`src/rtl/jk_bank_ctrl.sv`:
```
// jk_bank_ctrl
//
// Sequences per-bit J/K drive for an external bank of W JK flip-flops.
// A command (op, data, cnt) is accepted in IDLE. The block then spends one
// or more EXEC cycles driving j/k from the latched command and the bank's
// current outputs (q_in). It finishes with a single DONE cycle that pulses
// done. Outside EXEC, j = k = 0, so the bank holds its value.
//
// Handshake: a command transfers on a posedge where cmd_valid and cmd_ready
// are both high. cmd_ready is high only in IDLE. Anything offered on cmd_*
// while the block is not in IDLE is ignored, and nothing is queued.
//
// Ports
//   clk        single clock, all state updates on posedge
//   rst        asynchronous reset, active low
//   cmd_valid  command offered
//   cmd_ready  command can be accepted (IDLE)
//   cmd_op     000 NOP, 001 LOAD, 010 CLEAR, 011 SET, 100 TOGGLE,
//              101 SHIFT-left, 110 ROTATE-left, 111 COUNT-up
//   cmd_data   load value / toggle mask / serial-in bit (bit 0)
//   cmd_cnt    iteration count for ops 101-111 (0 skips EXEC)
//   q_in       feedback of the bank outputs
//   j, k       per-bit drive to the bank
//   busy       high while in EXEC
//   done       one-cycle completion pulse (DONE state)
//   state_dbg  current FSM state, for observation only
module jk_bank_ctrl #(
  parameter int W = 8
) (
  input  logic         clk,
  input  logic         rst,
  input  logic         cmd_valid,
  output logic         cmd_ready,
  input  logic [2:0]   cmd_op,
  input  logic [W-1:0] cmd_data,
  input  logic [3:0]   cmd_cnt,
  input  logic [W-1:0] q_in,
  output logic [W-1:0] j,
  output logic [W-1:0] k,
  output logic         busy,
  output logic         done,
  output logic [1:0]   state_dbg
);

  typedef enum logic [1:0] {
    S_IDLE = 2'd0,
    S_EXEC = 2'd1,
    S_DONE = 2'd2
  } state_t;

  localparam logic [2:0] OP_NOP    = 3'b000;
  localparam logic [2:0] OP_LOAD   = 3'b001;
  localparam logic [2:0] OP_CLEAR  = 3'b010;
  localparam logic [2:0] OP_SET    = 3'b011;
  localparam logic [2:0] OP_TOGGLE = 3'b100;
  localparam logic [2:0] OP_SHIFT  = 3'b101;
  localparam logic [2:0] OP_ROTATE = 3'b110;
  localparam logic [2:0] OP_COUNT  = 3'b111;

  state_t       state, state_nxt;
  logic [2:0]   op_q;
  logic [W-1:0] data_q;
  logic [3:0]   cnt_q;

  logic         accept;
  logic         multi_op;
  logic         skip_exec;

  assign accept    = cmd_valid && (state == S_IDLE);
  // Ops 101..111 iterate cmd_cnt times. All other ops run exactly once.
  assign multi_op  = cmd_op[2] && (cmd_op[1] || cmd_op[0]);
  assign skip_exec = multi_op && (cmd_cnt == 4'd0);

  // ---------------------------------------------------------------------
  // FSM state register
  // ---------------------------------------------------------------------
  always_ff @(posedge clk or negedge rst) begin
    if (!rst) begin
      state <= S_IDLE;
    end else begin
      state <= state_nxt;
    end
  end

  // ---------------------------------------------------------------------
  // FSM next state
  // ---------------------------------------------------------------------
  always_comb begin
    state_nxt = state;
    case (state)
      S_IDLE: begin
        if (accept) begin
          state_nxt = skip_exec ? S_DONE : S_EXEC;
        end
      end
      S_EXEC: begin
        // cnt_q holds the iterations still to drive, including this one.
        if (cnt_q <= 4'd1) begin
          state_nxt = S_DONE;
        end
      end
      S_DONE:  state_nxt = S_IDLE;
      default: state_nxt = S_IDLE;
    endcase
  end

  // ---------------------------------------------------------------------
  // Command latch and iteration counter
  // ---------------------------------------------------------------------
  always_ff @(posedge clk or negedge rst) begin
    if (!rst) begin
      op_q   <= 3'd0;
      data_q <= '0;
      cnt_q  <= 4'd0;
    end else if (accept) begin
      op_q   <= cmd_op;
      data_q <= cmd_data;
      cnt_q  <= multi_op ? cmd_cnt : 4'd1;
    end else if (state == S_EXEC && cnt_q != 4'd0) begin
      cnt_q  <= cnt_q - 4'd1;
    end
  end

  // ---------------------------------------------------------------------
  // Bank drive
  // ---------------------------------------------------------------------
  logic [W-1:0] shift_nxt;
  logic [W-1:0] rot_nxt;
  logic [W-1:0] cnt_t;

  always_comb begin
    shift_nxt    = '0;
    rot_nxt      = '0;
    cnt_t        = '0;
    shift_nxt[0] = data_q[0];
    rot_nxt[0]   = q_in[W-1];
    cnt_t[0]     = 1'b1;
    for (int i = 1; i < W; i++) begin
      shift_nxt[i] = q_in[i-1];
      rot_nxt[i]   = q_in[i-1];
      // A bit toggles on count-up only when every lower bit is 1.
      cnt_t[i]     = cnt_t[i-1] & q_in[i-1];
    end
  end

  always_comb begin
    j = '0;
    k = '0;
    if (state == S_EXEC) begin
      case (op_q)
        OP_NOP: begin
          j = '0;
          k = '0;
        end
        OP_LOAD: begin
          j = data_q;
          k = ~data_q;
        end
        OP_CLEAR: begin
          j = '0;
          k = '1;
        end
        OP_SET: begin
          j = '1;
          k = '0;
        end
        OP_TOGGLE: begin
          j = data_q;
          k = data_q;
        end
        OP_SHIFT: begin
          j = shift_nxt;
          k = ~shift_nxt;
        end
        OP_ROTATE: begin
          j = rot_nxt;
          k = ~rot_nxt;
        end
        OP_COUNT: begin
          j = cnt_t;
          k = cnt_t;
        end
        default: begin
          j = '0;
          k = '0;
        end
      endcase
    end
  end

  // ---------------------------------------------------------------------
  // Status
  // ---------------------------------------------------------------------
  assign cmd_ready = (state == S_IDLE);
  assign busy      = (state == S_EXEC);
  assign done      = (state == S_DONE);
  assign state_dbg = state;

endmodule

```
`config.mk`:
```
export PLATFORM = sky130hd
export DESIGN_NAME = jk_bank_ctrl
export DESIGN_NICKNAME = d
export VERILOG_FILES = /design/src/rtl/jk_bank_ctrl.sv
export SDC_FILE = /design/constraint.sdc
export NUM_CORES = 1
export LEC_CHECK = 0
export BUFFER_PORTS_ARGS = -buffer_cell sky130_fd_sc_hd__buf_2
export CAP_MARGIN = 20
export CELL_PAD_IN_SITES_DETAIL_PLACEMENT = 0
export CELL_PAD_IN_SITES_GLOBAL_PLACEMENT = 2
export CORE_UTILIZATION = 27
export DETAILED_ROUTE_END_ITERATION = 10
export PLACE_DENSITY = 0.9
export SLEW_MARGIN = 20
export SYNTH_ARGS = -nofsm -noshare
export SYNTH_HDL_FRONTEND = slang
export SYNTH_SLANG_ARGS = --single-unit
```
`constraint.sdc`:
```
create_clock -name clk -period 1.5 [get_ports clk]
set_input_delay 0.075 -clock clk [delete_from_list [all_inputs] [get_ports clk]]
set_output_delay 0.075 -clock clk [all_outputs]
set_load 0.01 [all_outputs]
```
* Word level (Yosys, flattened, before mapping) *
Index checks and enable logic that the tools add are counted.

storage, ports and cells
  flip-flop bits (word level) = 17
  input port bits = 26
  output and inout port bits = 21
  logic and storage cells = 51

cells by class
  add/subtract/negate cells = 1
  magnitude comparators = 1
  equal/unequal tests = 11
  mux-type cells = 11
  bitwise operators = 9
  reduce and logical (&&, ||, !) cells = 14

operators by type and width
  operator                                                        count
  one-hot mux 8 bit (7 select lines)                              1
  one-hot mux 8 bit (6 select lines)                              1
  inverter 8 bit                                                  3
  two-way mux 8 bit                                               2
  equality test 3 bit, second input constant                      4
  two-way mux 4 bit                                               3
  bitwise AND 1 bit                                               6
  equality test 3 x 2 -> 1 bit, second input constant             2
  two-way mux 2 bit                                               3
  OR reduction 2 bit                                              3
  less-or-equal comparator 4 x 1 -> 1 bit, second input constant  1
  logical AND 1 bit                                               4
  logical NOT 4 bit                                               1
  inequality test 2 x 1 -> 1 bit, second input constant           2
  one-hot mux 2 bit (2 select lines)                              1
  nonzero test 4 bit                                              1
  subtractor 4 x 1 -> 4 bit, second input constant                1
  equality test 3 x 1 -> 1 bit, second input constant             1
  logical NOT 3 bit                                               1
  equality test 2 x 1 -> 1 bit, second input constant             1
  equality test 2 bit, second input constant                      1
  logical NOT 2 bit                                               1
  AND reduction 2 bit                                             1
  nonzero test 2 bit                                              1
  logical OR 1 bit                                                1

* Logic depth before layout (Yosys ltp) *
  word-level depth = 8
  mapped depth = 6
  mapped depth without buffers = 5

* Worst setup path before layout *
OpenSTA, ideal clock, no wires.

  path type = flip-flop to output port
  from = reg op_q[0]
  to = out k[4]
  data arrival time = 1325 ps
  data required time = 1425 ps
  slack = 100 ps
  cell stages (with the launch flop) = 6
  path buffers = 2
  path through = dfrtp_1 buf_4 buf_4 xor2_1 a32oi_1 a221oi_1

on the way
  cells in the longest elaborated chain, start to end = 4
  elaborated cells on any way between the ends = 11
  classes of those cells = eq/ne (7); mux (2); reduce/logical (2)

RTL lines
  what                                                               RTL line  RTL
  start, declared                                                    61        logic [2:0] op_q;
  start signal, assigned                                             116       op_q <= cmd_op;
  equality test 3 x 2 -> 1 bit or logical NOT 3 bit (tied branches)  150       case (op_q)
  OR reduction 2 bit (no line)                                       --
  one-hot mux 8 bit (7 select lines) *                               150
  two-way mux 8 bit *                                                149       if (state == S_EXEC) begin
  end, declared                                                      39        output logic [W-1:0] k,

Mark *: on every way between the ends. The rest lies on a longest branch, timed or not.

* Worst setup path in the final report *
  from = reg op_q[0]
  to = out k[6]

The elaborated chain is that of the path after synthesis.

==> run summary <==
The run finished, with violations left. The checks that failed: setup timing. The time the final worst path needs with I/O delays and setup came out at 1840 ps. The number of global-route vias before repair is 1617. The number of buffer cells added on primary ports came out at between 40 and 50. The mapped netlist covers 0.00143 mm2. The setup skew after layout is 5.24 ps. The detailed placer's ending HPWL came out at 3430 um. The die covers 0.00559 mm2. The analysis attributes to net switching a power of between 2 and 2.5 mW. The worst setup path is launched from a flop. The antenna diode instance count came out at 0. From synthesis to final layout, the design area changed by 64.7%. The number of nets in the layout is 310. The count of flip-flops with a built-in enable after synthesis came out at 0.

The total number of H-tree levels is 1. For this run, design rule violations remaining after detail routing come to 0. Counting every instance in the synthesized netlist gives 191.

The starting density of the core came out at 28.0%. Timing would allow up to 544 MHz. The cell area after placement is 0.00193 mm2. The placer congestion estimate is approximately 0.84.

The register clock-pin slew on the reported worst setup and hold paths came out at roughly 70 ps. The data arrival time of the worst path is ~1800 ps. The max-slew headroom at the worst pin is 74.3%. The sequential cell area fraction in the yosys report came out at 29.8%. TritonCTS built the clock tree. The worst setup path is of the flop to primary output kind. The per-instance average area after synthesis is 7.48 um2. The final-report max-slew violation count came out at 0. The tool flagged a number of max-cap violations equal to 0. In this run, flip-flops and latches consume 18.9% of the power. The number of vias per cell after detailed routing came out at 5.07.

The count of TritonRoute iterations in the first routing pass is 7. The maximum vdd drop came out at roughly 690 uV. During I/O placement, the number of pins put on the boundary was 47.

After synthesis, the share of flip-flops with an asynchronous set or reset is 100%. The share of the clock period used by the worst path after layout is 122%. The clock network accounts for around 6.4% of the total power. After layout, the design draws a total of 5.18 mW. For this run, the number of Yosys warnings is 0. The final number of setup-violating endpoints came out at 16. The initial antenna violation count came to 0. The worst setup path is captured at a primary output.

The worst path required time came out at around 1400 ps. The first-pass GRT wire length is between 7000 and 8000 um. The largest fanout on the critical path came out at 5. The number of CTS-inserted buffers is 3. The die width came out at between 70 and 80 um. The tightest min-delay check is of the input pin to flop type. Combinational logic is responsible for between 70% and 80% of the overall power. After detailed routing, the average wire length per cell comes to 14.0 um.

The chip height is 74.7 um. The internal power consumption came out at around 2.8 mW. The remaining antenna violation count after routing is 0. The total overflow reported by the global router is 0. The share of layout cells above drive strength 1 came out at 50.2%. The area of all placed cells without fillers came out at 0.00235 mm2.

The placeable core region is 0.00511 mm2. For this run, the leading register cell type out of synthesis is sky130_fd_sc_hd__dfrtp_1. The footprint of the multi-input gates came out at ~0.0011 mm2.

The switching share of power is 45.0%. The number of nets in the synthesized netlist came out at 219. The clock network latency to the later pin of the worst-skew pair came out at 240 ps. The cell sitting at the root of the clock tree is a sky130_fd_sc_hd__clkbuf_8.

The routed wire length is between 4000 and 5000 um. Setup repair after global routing could not meet its margin everywhere. The actual transition at the worst max-transition pin came out at 385 ps. The power per cell area came out at 2200 mW/mm2. The tightest hold margin is 22.8 ps.

The register area is 429 um2. The worst-case clock buffer depth came out at 2. The final-report hold violation count is 0. The number of distinct library cell variants in the gate-level netlist after synthesis is 45.

The total of fill cells in the finished design came out at 525. The number of vias in the routed layout came out at 1780. After layout, the worst setup slack is -337 ps. The pin count of the biggest net entering global routing is 18. The floorplan has 26 rows. For this design the static power due to leakage is 1.13 nW.

The violation count after the first detailed-routing iteration came out at 127. The global-route usage over all layers is 17.4%. The post-route core utilization is 46.1%. In this run, synthesis produced a sequential element count of 17. The CTS sink count came out at 17.
[placed cells by master (no fill, tap or decap), drive strengths merged, types with 2 or more instances in the layout]
cell,instances
a211oi,2
a21o,2
a21oi,11
a221oi,6
a222oi,2
a22oi,5
a31oi,3
a32oi,2
and2,3
and3,4
buf,97
clkbuf,4
dfrtp,17
ha,2
inv,6
mux2,4
nand2,49
nand2b,2
nor2,9
nor2b,3
nor3,3
nor3b,2
o21ai,21
o22ai,4
[synthesized netlist by cell type (2+ instances only)]
| cell | number | area [um2] |
|---|---|---|
| sky130_fd_sc_hd__nand2_1 | 49 | 184 |
| sky130_fd_sc_hd__o21ai_0 | 19 | 95.1 |
| sky130_fd_sc_hd__dfrtp_1 | 17 | 425 |
| sky130_fd_sc_hd__a21oi_1 | 11 | 55.1 |
| sky130_fd_sc_hd__inv_1 | 7 | 26.3 |
| sky130_fd_sc_hd__nor2_1 | 7 | 26.3 |
| sky130_fd_sc_hd__a221oi_1 | 5 | 43.8 |
| sky130_fd_sc_hd__a22oi_1 | 5 | 37.5 |
| sky130_fd_sc_hd__and3_1 | 4 | 25.0 |
| sky130_fd_sc_hd__buf_2 | 4 | 20.0 |
| sky130_fd_sc_hd__buf_4 | 4 | 30.0 |
| sky130_fd_sc_hd__clkbuf_1 | 4 | 15.0 |
| sky130_fd_sc_hd__mux2_2 | 4 | 45.0 |
| sky130_fd_sc_hd__o22ai_1 | 4 | 25.0 |
| sky130_fd_sc_hd__a31oi_1 | 3 | 18.8 |
| sky130_fd_sc_hd__nor2b_1 | 3 | 18.8 |
| sky130_fd_sc_hd__nor3_1 | 3 | 15.0 |
| sky130_fd_sc_hd__a211oi_1 | 2 | 15.0 |
| sky130_fd_sc_hd__a21o_1 | 2 | 15.0 |
| sky130_fd_sc_hd__a222oi_1 | 2 | 20.0 |
| sky130_fd_sc_hd__a32oi_1 | 2 | 17.5 |
| sky130_fd_sc_hd__and2_1 | 2 | 12.5 |
| sky130_fd_sc_hd__ha_1 | 2 | 25.0 |
| sky130_fd_sc_hd__nand2b_1 | 2 | 12.5 |
| sky130_fd_sc_hd__nor2_2 | 2 | 12.5 |
| sky130_fd_sc_hd__nor3b_1 | 2 | 15.0 |
| sky130_fd_sc_hd__o21ai_1 | 2 | 10.0 |
[what timing repair did]
action                                  4_1_cts  5_1_grt
endpoints found under the setup margin       16       22
hold buffers                                  1        0
setup buffers                                10        7
gates resized for setup                      30       30
hold endpoints to repair                     17        0
gates cloned                                  2        0
pin swaps                                    16        8
[sequential cells by signal, indices dropped and copies added, names as in the netlist]
register,cells
state_dbg,2
op_q,3
cnt_q,4
data_q,8
[metrics by stage]
step / setup TNS (ps) / worst slack (ps) / instances
after floorplan: 0 / 99.6 / 191
after global placement: -225 / -66.7 / 327
after detailed placement: -380 / -79.2 / 327
after CTS: -3060 / -303 / 344
after global routing: -4500 / -403 / 351
final: -3190 / -337 / 351
[worst max-delay path: stages (launching register included)]
cell	delay [ps]
sky130_fd_sc_hd__dfrtp_2	450
sky130_fd_sc_hd__buf_4	160
sky130_fd_sc_hd__buf_16	120
sky130_fd_sc_hd__buf_4	130
sky130_fd_sc_hd__a21oi_1	110
sky130_fd_sc_hd__o21ai_1	100
sky130_fd_sc_hd__a221oi_2	270
sky130_fd_sc_hd__buf_2	170
[final timing paths]
path / slack (ps) / cells past startpoint / startpoint / end
setup / recovery: -340 / 7 / op_q[0] / k[6]
hold / removal: 20 / 3 / cmd_data[3] / data_q[3]
setup reg to reg: 90 / 5 / cnt_q[0] / cnt_q[1]
hold reg to reg: 530 / 2 / data_q[0] / data_q[0]
max in group asynchronous: 920 / 2 / rst / op_q[1]
min in group asynchronous: 270 / 2 / rst / cnt_q[0]
[power groups by stage]
stage / Clock (mW) / Sequential (mW) / Combinational (mW)
after floorplan: 0 / 0.856 / 1.75
after global placement: 0 / 0.932 / 2.81
after detailed placement: 0 / 0.940 / 2.81
after CTS: 0.341 / 0.943 / 3.43
after global routing: 0.363 / 1.02 / 4.20
final: 0.332 / 0.977 / 3.87
[metal layers]
| layer | GRT usage, % | wire (um) | vias up | part of all wire (%) |
|---|---|---|---|---|
| met3 | 1.47 | 227 | 12 | 4.6 |
| met5 | 0 | 0 | - | 0 |
| met4 | 4.40 | 92 | 0 | 1.9 |
| met2 | 30.0 | 2420 | 54 | 49 |
| met1 | 23.6 | 2180 | 842 | 44 |
| li1 | - | - | 872 | - |
[kinds of logic (layout without fill, tap and decap cells)]
logic type                 count (synthesis)  in the layout  synth area share, %
DFF                                       17             17                 29.8
AOI/OAI and AO/OA                         64             64                 29.4
muxes                                      5              5                 3.85
buffers and inverters                     19            109                 6.39
xor gates and xnor gates                   2              2                 1.23
and+or+nand+nor                           82             82                 27.6
adders and majority gates                  2              2                 1.75
[area by class of cell]
type | count | area share (%)
clock buffers | 4 | 1.91
well taps | 70 | 3.72
inverters | 7 | 1.49
flip-flops and latches | 17 | 18.2
repair buffers | 98 | 29.8
multi-input cells | 155 | 44.9
No activity file was read; power rests on OpenSTA's default activity.
